[src/rtl/isa_pkg.sv]
`default_nettype none
//============================================================================
// Package : isa_pkg
// ISA widths, instruction field positions, HALT opcode and fetch states.
// Rev     : 1.0
//============================================================================
package isa_pkg;

  localparam int ADDR_W  = 8;
  localparam int INSTR_W = 29;
  localparam int OP_W    = 5;
  localparam int FIELD_W = 8;

  localparam int OP_MSB   = 28;
  localparam int OP_LSB   = 24;
  localparam int DEST_MSB = 23;
  localparam int DEST_LSB = 16;
  localparam int SRC1_MSB = 15;
  localparam int SRC1_LSB = 8;
  localparam int SRC2_MSB = 7;
  localparam int SRC2_LSB = 0;

  localparam logic [OP_W-1:0] OP_HALT = 5'b11111;

  localparam logic [0:0] ST_RUN    = 1'b0;
  localparam logic [0:0] ST_HALTED = 1'b1;

endpackage
`default_nettype wire

[src/rtl/fetch_pc.sv]
`default_nettype none
//============================================================================
// Module : fetch_pc
// Program counter register with redirect, increment and hold muxing.
// Rev    : 1.0
//============================================================================
module fetch_pc
  import isa_pkg::*;
(
  input  logic              clk,
  input  logic              rst_n,
  input  logic              i_redirect,
  input  logic [ADDR_W-1:0] i_redirect_add,
  input  logic              i_advance,
  output logic [ADDR_W-1:0] o_pc
);

  logic [ADDR_W-1:0] r_pc;

  // Redirect wins over advance; the increment wraps naturally at 2^ADDR_W.
  always_ff @(posedge clk or negedge rst_n) begin
    if (!rst_n) begin
      r_pc <= '0;
    end else if (i_redirect) begin
      r_pc <= i_redirect_add;
    end else if (i_advance) begin
      r_pc <= r_pc + 1'b1;
    end
  end

  assign o_pc = r_pc;

endmodule
`default_nettype wire

[src/rtl/instruction_fetch.sv]
`default_nettype none
//============================================================================
// Module : instruction_fetch
// Fetch front end: registers instruction fields onto a valid/ready output.
// Optional feature macro: FETCH_PERF_EN (handshake counter output).
// Rev    : 1.0
//============================================================================
module instruction_fetch
  import isa_pkg::*;
(
  input  logic               in_clk,
  input  logic               in_rst_n,
  output logic [ADDR_W-1:0]  out_add,
  input  logic [INSTR_W-1:0] in_instruction,
  output logic               out_valid,
  input  logic               in_ready,
  output logic [OP_W-1:0]    out_opcode,
  output logic [FIELD_W-1:0] out_dest,
  output logic [FIELD_W-1:0] out_src1,
  output logic [FIELD_W-1:0] out_src2,
  output logic [ADDR_W-1:0]  out_pc,
  input  logic               in_redirect,
  input  logic [ADDR_W-1:0]  in_redirect_add,
  output logic               out_halted
`ifdef FETCH_PERF_EN
  ,
  output logic [15:0]        out_fetch_count
`endif
);

  logic [0:0]         r_state;
  logic               r_valid;
  logic [OP_W-1:0]    r_opcode;
  logic [FIELD_W-1:0] r_dest;
  logic [FIELD_W-1:0] r_src1;
  logic [FIELD_W-1:0] r_src2;
  logic [ADDR_W-1:0]  r_pc;

  logic [ADDR_W-1:0]  w_add;
  logic               w_load;
  logic               w_is_halt;
  logic               w_handshake;

  assign w_is_halt   = (in_instruction[OP_MSB:OP_LSB] == OP_HALT);
  assign w_load      = (r_state == ST_RUN) && !in_redirect && (!r_valid || in_ready);
  assign w_handshake = r_valid && in_ready;

  // A HALT is presented but the PC parks on it.
  fetch_pc u_fetch_pc (
    .clk            (in_clk),
    .rst_n          (in_rst_n),
    .i_redirect     (in_redirect),
    .i_redirect_add (in_redirect_add),
    .i_advance      (w_load && !w_is_halt),
    .o_pc           (w_add)
  );

  always_ff @(posedge in_clk or negedge in_rst_n) begin
    if (!in_rst_n) begin
      r_state  <= ST_RUN;
      r_valid  <= 1'b0;
      r_opcode <= '0;
      r_dest   <= '0;
      r_src1   <= '0;
      r_src2   <= '0;
      r_pc     <= '0;
    end else if (in_redirect) begin
      r_state <= ST_RUN;
      r_valid <= 1'b0;
    end else if (w_load) begin
      r_valid  <= 1'b1;
      r_opcode <= in_instruction[OP_MSB:OP_LSB];
      r_dest   <= in_instruction[DEST_MSB:DEST_LSB];
      r_src1   <= in_instruction[SRC1_MSB:SRC1_LSB];
      r_src2   <= in_instruction[SRC2_MSB:SRC2_LSB];
      r_pc     <= w_add;
      if (w_is_halt) begin
        r_state <= ST_HALTED;
      end
    end else if (w_handshake) begin
      r_valid <= 1'b0;
    end
  end

`ifdef FETCH_PERF_EN
  logic [15:0] r_fetch_count;

  // Flushed instructions are excluded by gating with the redirect.
  always_ff @(posedge in_clk or negedge in_rst_n) begin
    if (!in_rst_n) begin
      r_fetch_count <= '0;
    end else if (w_handshake && !in_redirect && (r_fetch_count != 16'hFFFF)) begin
      r_fetch_count <= r_fetch_count + 16'd1;
    end
  end

  assign out_fetch_count = r_fetch_count;
`endif

  assign out_add    = w_add;
  assign out_valid  = r_valid;
  assign out_opcode = r_opcode;
  assign out_dest   = r_dest;
  assign out_src1   = r_src1;
  assign out_src2   = r_src2;
  assign out_pc     = r_pc;
  assign out_halted = (r_state == ST_HALTED);

endmodule
`default_nettype wire

[config.mk]
export PLATFORM = sky130hd
export DESIGN_NAME = instruction_fetch
export DESIGN_NICKNAME = d
export VERILOG_FILES = /design/src/rtl/isa_pkg.sv /design/src/rtl/fetch_pc.sv /design/src/rtl/instruction_fetch.sv
export SDC_FILE = /design/constraint.sdc
export NUM_CORES = 1
export LEC_CHECK = 0
export ABC_AREA = 1
export ABC_CLOCK_PERIOD_IN_PS = 3200
export CAP_MARGIN = 0
export CORE_UTILIZATION = 40
export CTS_CLUSTER_DIAMETER = 60
export CTS_CLUSTER_SIZE = 30
export DETAILED_ROUTE_END_ITERATION = 8
export PLACE_DENSITY = 0.85
export SLEW_MARGIN = 20
export SYNTH_ARGS = -nofsm -noshare
export SYNTH_HDL_FRONTEND = slang
export SYNTH_SLANG_ARGS = --single-unit
export TNS_END_PERCENT = 5
[constraint.sdc]
create_clock -name in_clk -period 3.2 [get_ports in_clk]
set_clock_uncertainty 0.1 [all_clocks]
set_input_delay 0.8 -clock in_clk [delete_from_list [all_inputs] [get_ports in_clk]]
set_output_delay 0.8 -clock in_clk [all_outputs]
set_load 0.02 [all_outputs]
[Word-level counts from Yosys, hierarchy flattened]
Index checks and enable logic that the tools add are counted.
Operators by class
  multiplexer cells: 8
  bitwise gates (word level): 2
  $add $sub $neg: 1
  equality and inequality tests: 1
  reductions and logical operators: 14
Operators by type and width (count)
  $mux W8: 2
  $add A8 B1 Y8 const B: 1
  $mux W1: 6
  $reduce_bool A2 Y1: 3
  $eq A5 B5 Y1 const B: 1
  $logic_and A1 B1 Y1: 4
  $reduce_and A2 Y1: 2
  $logic_not A1 Y1: 3
  $reduce_bool A3 Y1: 1
  $not A1 Y1: 2
  $logic_or A1 B1 Y1: 1
Word-level totals
  input bits: 41
  flip-flop bits (word level): 47

[Longest topological paths before layout]
  word-level depth: 6
  gate-level depth with buffers: 8
  depth with buffers taken out: 8

[By module]
From an unflattened synthesis, not the netlist that was laid out.
Unflattened totals
  cell total of the unflattened synthesis: 238
  area, all modules: 2099.5 sq um
Modules (own cells, without submodules)
  instruction_fetch: times used 1, cells each 176, area each 1600.3 sq um, seq. area each 975.9 sq um
  fetch_pc: times used 1, cells each 62, area each 499.2 sq um, seq. area each 200.2 sq um

[Worst setup path before layout]
Ideal clock, no wire load.
  kind: input to register
  start: in in_ready
  end: reg r_dest[0], in the netlist out_dest[0]
  path buffers: 1
  slack: 1.597 ns
  stages: 6
  data arrival time: 1.439 ns
  cells stage by stage: inv_1 > nand2_1 > nand3_2 > clkbuf_1 > nand2_1 > nand2_1
On the way
  cells in the longest elaborated chain, start to end: 3
RTL lines
  start, declared: line instruction_fetch.sv:16  | input logic in_ready,
  $logic_or A1 B1 Y1: line instruction_fetch.sv:45  | assign w_load = (r_state == ST_RUN) && !in_redirect && (!r_valid || in_ready);
  $logic_and A1 B1 Y1: line instruction_fetch.sv:45
  $reduce_and A2 Y1 (no source line)
  end signal, assigned: line instruction_fetch.sv:73  | r_dest <= in_instruction[DEST_MSB:DEST_LSB];
  end, declared: line instruction_fetch.sv:34  | logic [FIELD_W-1:0] r_dest;
No other way between the ends.
A chain may end at the register's enable or synchronous reset.

[Final worst setup path]
  start: in in_redirect
  end: reg u_fetch_pc.r_pc[5], in the netlist u_fetch_pc.o_pc[5]
On the way
  cells in the longest elaborated chain, start to end: 5
  elaborated cells between the ends (all ways): 6
  those cells by class: 1 x mux; 5 x reduce/logical
RTL lines
  start, declared: line instruction_fetch.sv:22  | input logic in_redirect,
  $logic_not A1 Y1: line instruction_fetch.sv:45
  $logic_and A1 B1 Y1 (2 in a row): line instruction_fetch.sv:45
  $logic_and A1 B1 Y1: line instruction_fetch.sv:54  | .i_advance (w_load && !w_is_halt),
  $reduce_bool A2 Y1 (no source line)
  end signal, assigned: line fetch_pc.sv:25  | r_pc <= i_redirect_add;
  end signal, assigned: line fetch_pc.sv:27  | r_pc <= r_pc + 1'b1;
  end, declared: line fetch_pc.sv:18  | logic [ADDR_W-1:0] r_pc;
Parallel ways exist; a longest one is shown, timed or not.

==> flow_summary.yaml <==
floorplan:
  die_w_um: 73.8
  std_cell_rows: 25
  dieArea_um2: 5440
  fp.dieH_um: 73.8
  initial_utilization_pct: 42.5
  ios: 88
  core_area_um2: 4850
placement:
  dp_hpwl_um: 3640
  preCtsSetupSlack_ps: 505
  dp_cells: 400
  port_buffers: 87
  gp_congestion: 0.817
cts:
  clkLatencyLatePin_ps: 290
  post_cts_buffers: 0
  clockBufferDepth: 2
  cts_tree: "built"
  ctsHtreeMaxLevel: 2
  clkTransAtPathRegs_ps: 80
  clock_sinks: 47
  cts-resized-gates: 0
  holdBufCountCts: 0
  cts_buffers: 5
  root_buffer: "clkbuf_8"
cells_and_area:
  antenna_cells: 0
  nNetsFinal: 382
  syn2layout_area_growth_pct: 47.6
  drive_gt1_share_pct: 4.69
  fin_cells: 408
  utilization_pct: 62.7
yosys:
  synth_cells: 254
  synth-main-ff-cell: "dfrtp_1"
  synthTopCellsByArea: "dfrtp_1, nand2_1, o21ai_0"
  async_flop_share_pct: 100
  yosys_warnings: 0
  ys_seq_area_share_pct: 57.1
  synth_common_cells: "nand2_1, dfrtp_1, inv_1"
  synth_top_area_share_pct: 57.1
  synthesis.area_um2: 2060
  synth_top_cell_by_area: "dfrtp_1"
  synth_nets: 296
  ys_types: 20
  ys_ff_latch: 47
  yosysMostFrequentCell: "nand2_1"
  synth-edff-count: 0
  synth.avg_cell_area_um2: 8.11
run:
  drv_cap: 0
worst_setup_path:
  start_kind: "primary input"
  cp_num_buf_inv: 3
  required_ps: 3290
  critPathMaxFanout: 12
  cp-end-kind: "flip-flop"
  arrival_ps: 2460
  critPathSlowestCell: "clkdlybuf4s50_1"
  timing_worst_setup_path_type: "primary input to flip-flop"
  cp_slowest_stage_delay_ps: 600
  path_cells: "clkdlybuf4s50_1 > inv_2 > nand2_1 > nor2_2 > nand2_2 > nand2_2 > inv_1 > nor2_1 > nor2_1"
  cp_top_family: "buffers and inverters"
global_route:
  globalRoute.totalOverflow: 0
  first_global_vias: 1786
  grt_pass1_wl_um: 7590
  grt_use_total_pct: 18.8
  use_met2_pct: 35.2
  grt_max_degree: 48
  antenna_found_initial: 0
  top_usage_layer: "met2"
  grt_use_met1_pct: 20.1
  use_met3_pct: 5.62
routing:
  drt_iter0_markers: 87
  wirelength_um: 4880
  vias_per_cell: 4.59
  drc: 0
  firstDrtPassIters: 4
  ant_nets: 0
  wire_per_inst_um: 12.0
  route.vias.total: 1873
power_and_ir_drop:
  power_per_cell_area_nw_per_um2: 532
  total_power_mw: 1.62
  vdd_drop_max_uv: 277
  leakagePower_nw: 1.49
sta:
  setup_ws_ps: 831
  rsz0062_at_grt: "false"
  tns_ps: 0
  clock.fmax_mhz: 422
  setup_viol: 0
  fin_crit_sh_pct: 74.0
  drv_slew: 0
  period_minus_slack_ps: 2370
  worst_pin_slew_ps: 573
  slew_headroom_pct: 61.8
  hold_viol_final: 0
worst_hold_path:
  min_path_type: "flip-flop to flip-flop"
outcome:
  status: "completed"
-- sequential cells by signal, indices dropped and copies added, names as in the netlist --
register,count
out_dest,8
out_halted,1
out_opcode,5
out_pc,8
out_src1,8
out_src2,8
out_valid,1
u_fetch_pc.o_pc,8
-- tightest hold or removal path, delay by kind of cell (launching register included) --
| kind | cells | cell delay (ps) |
|---|---|---|
| simple gates | 2 | 100 |
| flops | 1 | 350 |
-- report_power, final --
group	switching [mW]	total (mW)	internal (mW)	leakage [nW]
clock	0.187	0.341	0.154	0.0422
combinational	0.278	0.529	0.251	0.873
sequential	0.0634	0.747	0.683	0.579
-- routing by layer --
metal  routed length, um  vias to the layer above  share of wire [%]
li1                    -                      944                  -
met1                2040                      868                 42
met2                2510                       55                 51
met3                 275                        6                5.6
met4                  53                        0                1.1
met5                   0                        -                  0
-- layout by cell type (no fill, tap or decap), drive strengths merged --
cell,netlist,layout
a21oi,2,2
or2,1,1
clkbuf,3,7
clkinv,0,1
inv,17,17
xnor2,1,1
nor2,10,10
dfrtp,47,47
buf,7,3
clkdlybuf4s50,0,86
nand3,12,12
o21ai,18,18
ha,1,1
nand2,135,135
-- final cells by class --
class / count / area (um^2)
Inverter: 17 / 63.8
Clock buffer: 7 / 76.3
Fill cell: 441 / 1810
Timing Repair Buffer: 89 / 883
Sequential cell: 47 / 1180
Clock inverter: 1 / 5.00
Tap cell: 67 / 83.8
Multi-Input combinational cell: 180 / 752
-- final timing paths --
check / startpoint / endpoint / slack, ps / cells after the start
max in group asynchronous: in_rst_n / u_fetch_pc.o_pc[4] / 2210 / 1
worst min-delay path: out_src1[1] / out_src1[1] / 370 / 2
worst max-delay path: in_redirect / u_fetch_pc.o_pc[5] / 830 / 9
min in group asynchronous: in_rst_n / out_dest[4] / 390 / 1
worst min register to register: out_src1[1] / out_src1[1] / 370 / 2
worst max register to register: out_halted / u_fetch_pc.o_pc[5] / 1760 / 8
-- per-stage QoR --
step / area (um^2) / hold slack, ps
finish: 3040 / 374
global route: 3040 / 392
CTS: 3040 / 379
detailed placement: 2960 / 359
global placement: 2960 / 353
floorplan: 2060 / 404
-- kinds of logic after synthesis --
logic type                 count (synthesis)  share of synthesized area, %
and+or+nand+nor                          158                          30.6
DFF                                       47                          57.1
buffers and inverters                     27                          6.38
AOI/OAI and AO/OA                         20                          4.86
xor gates and xnor gates                   1                         0.425
adders and majority gates                  1                         0.607
Note: power is estimated with default switching activity, not from simulation.
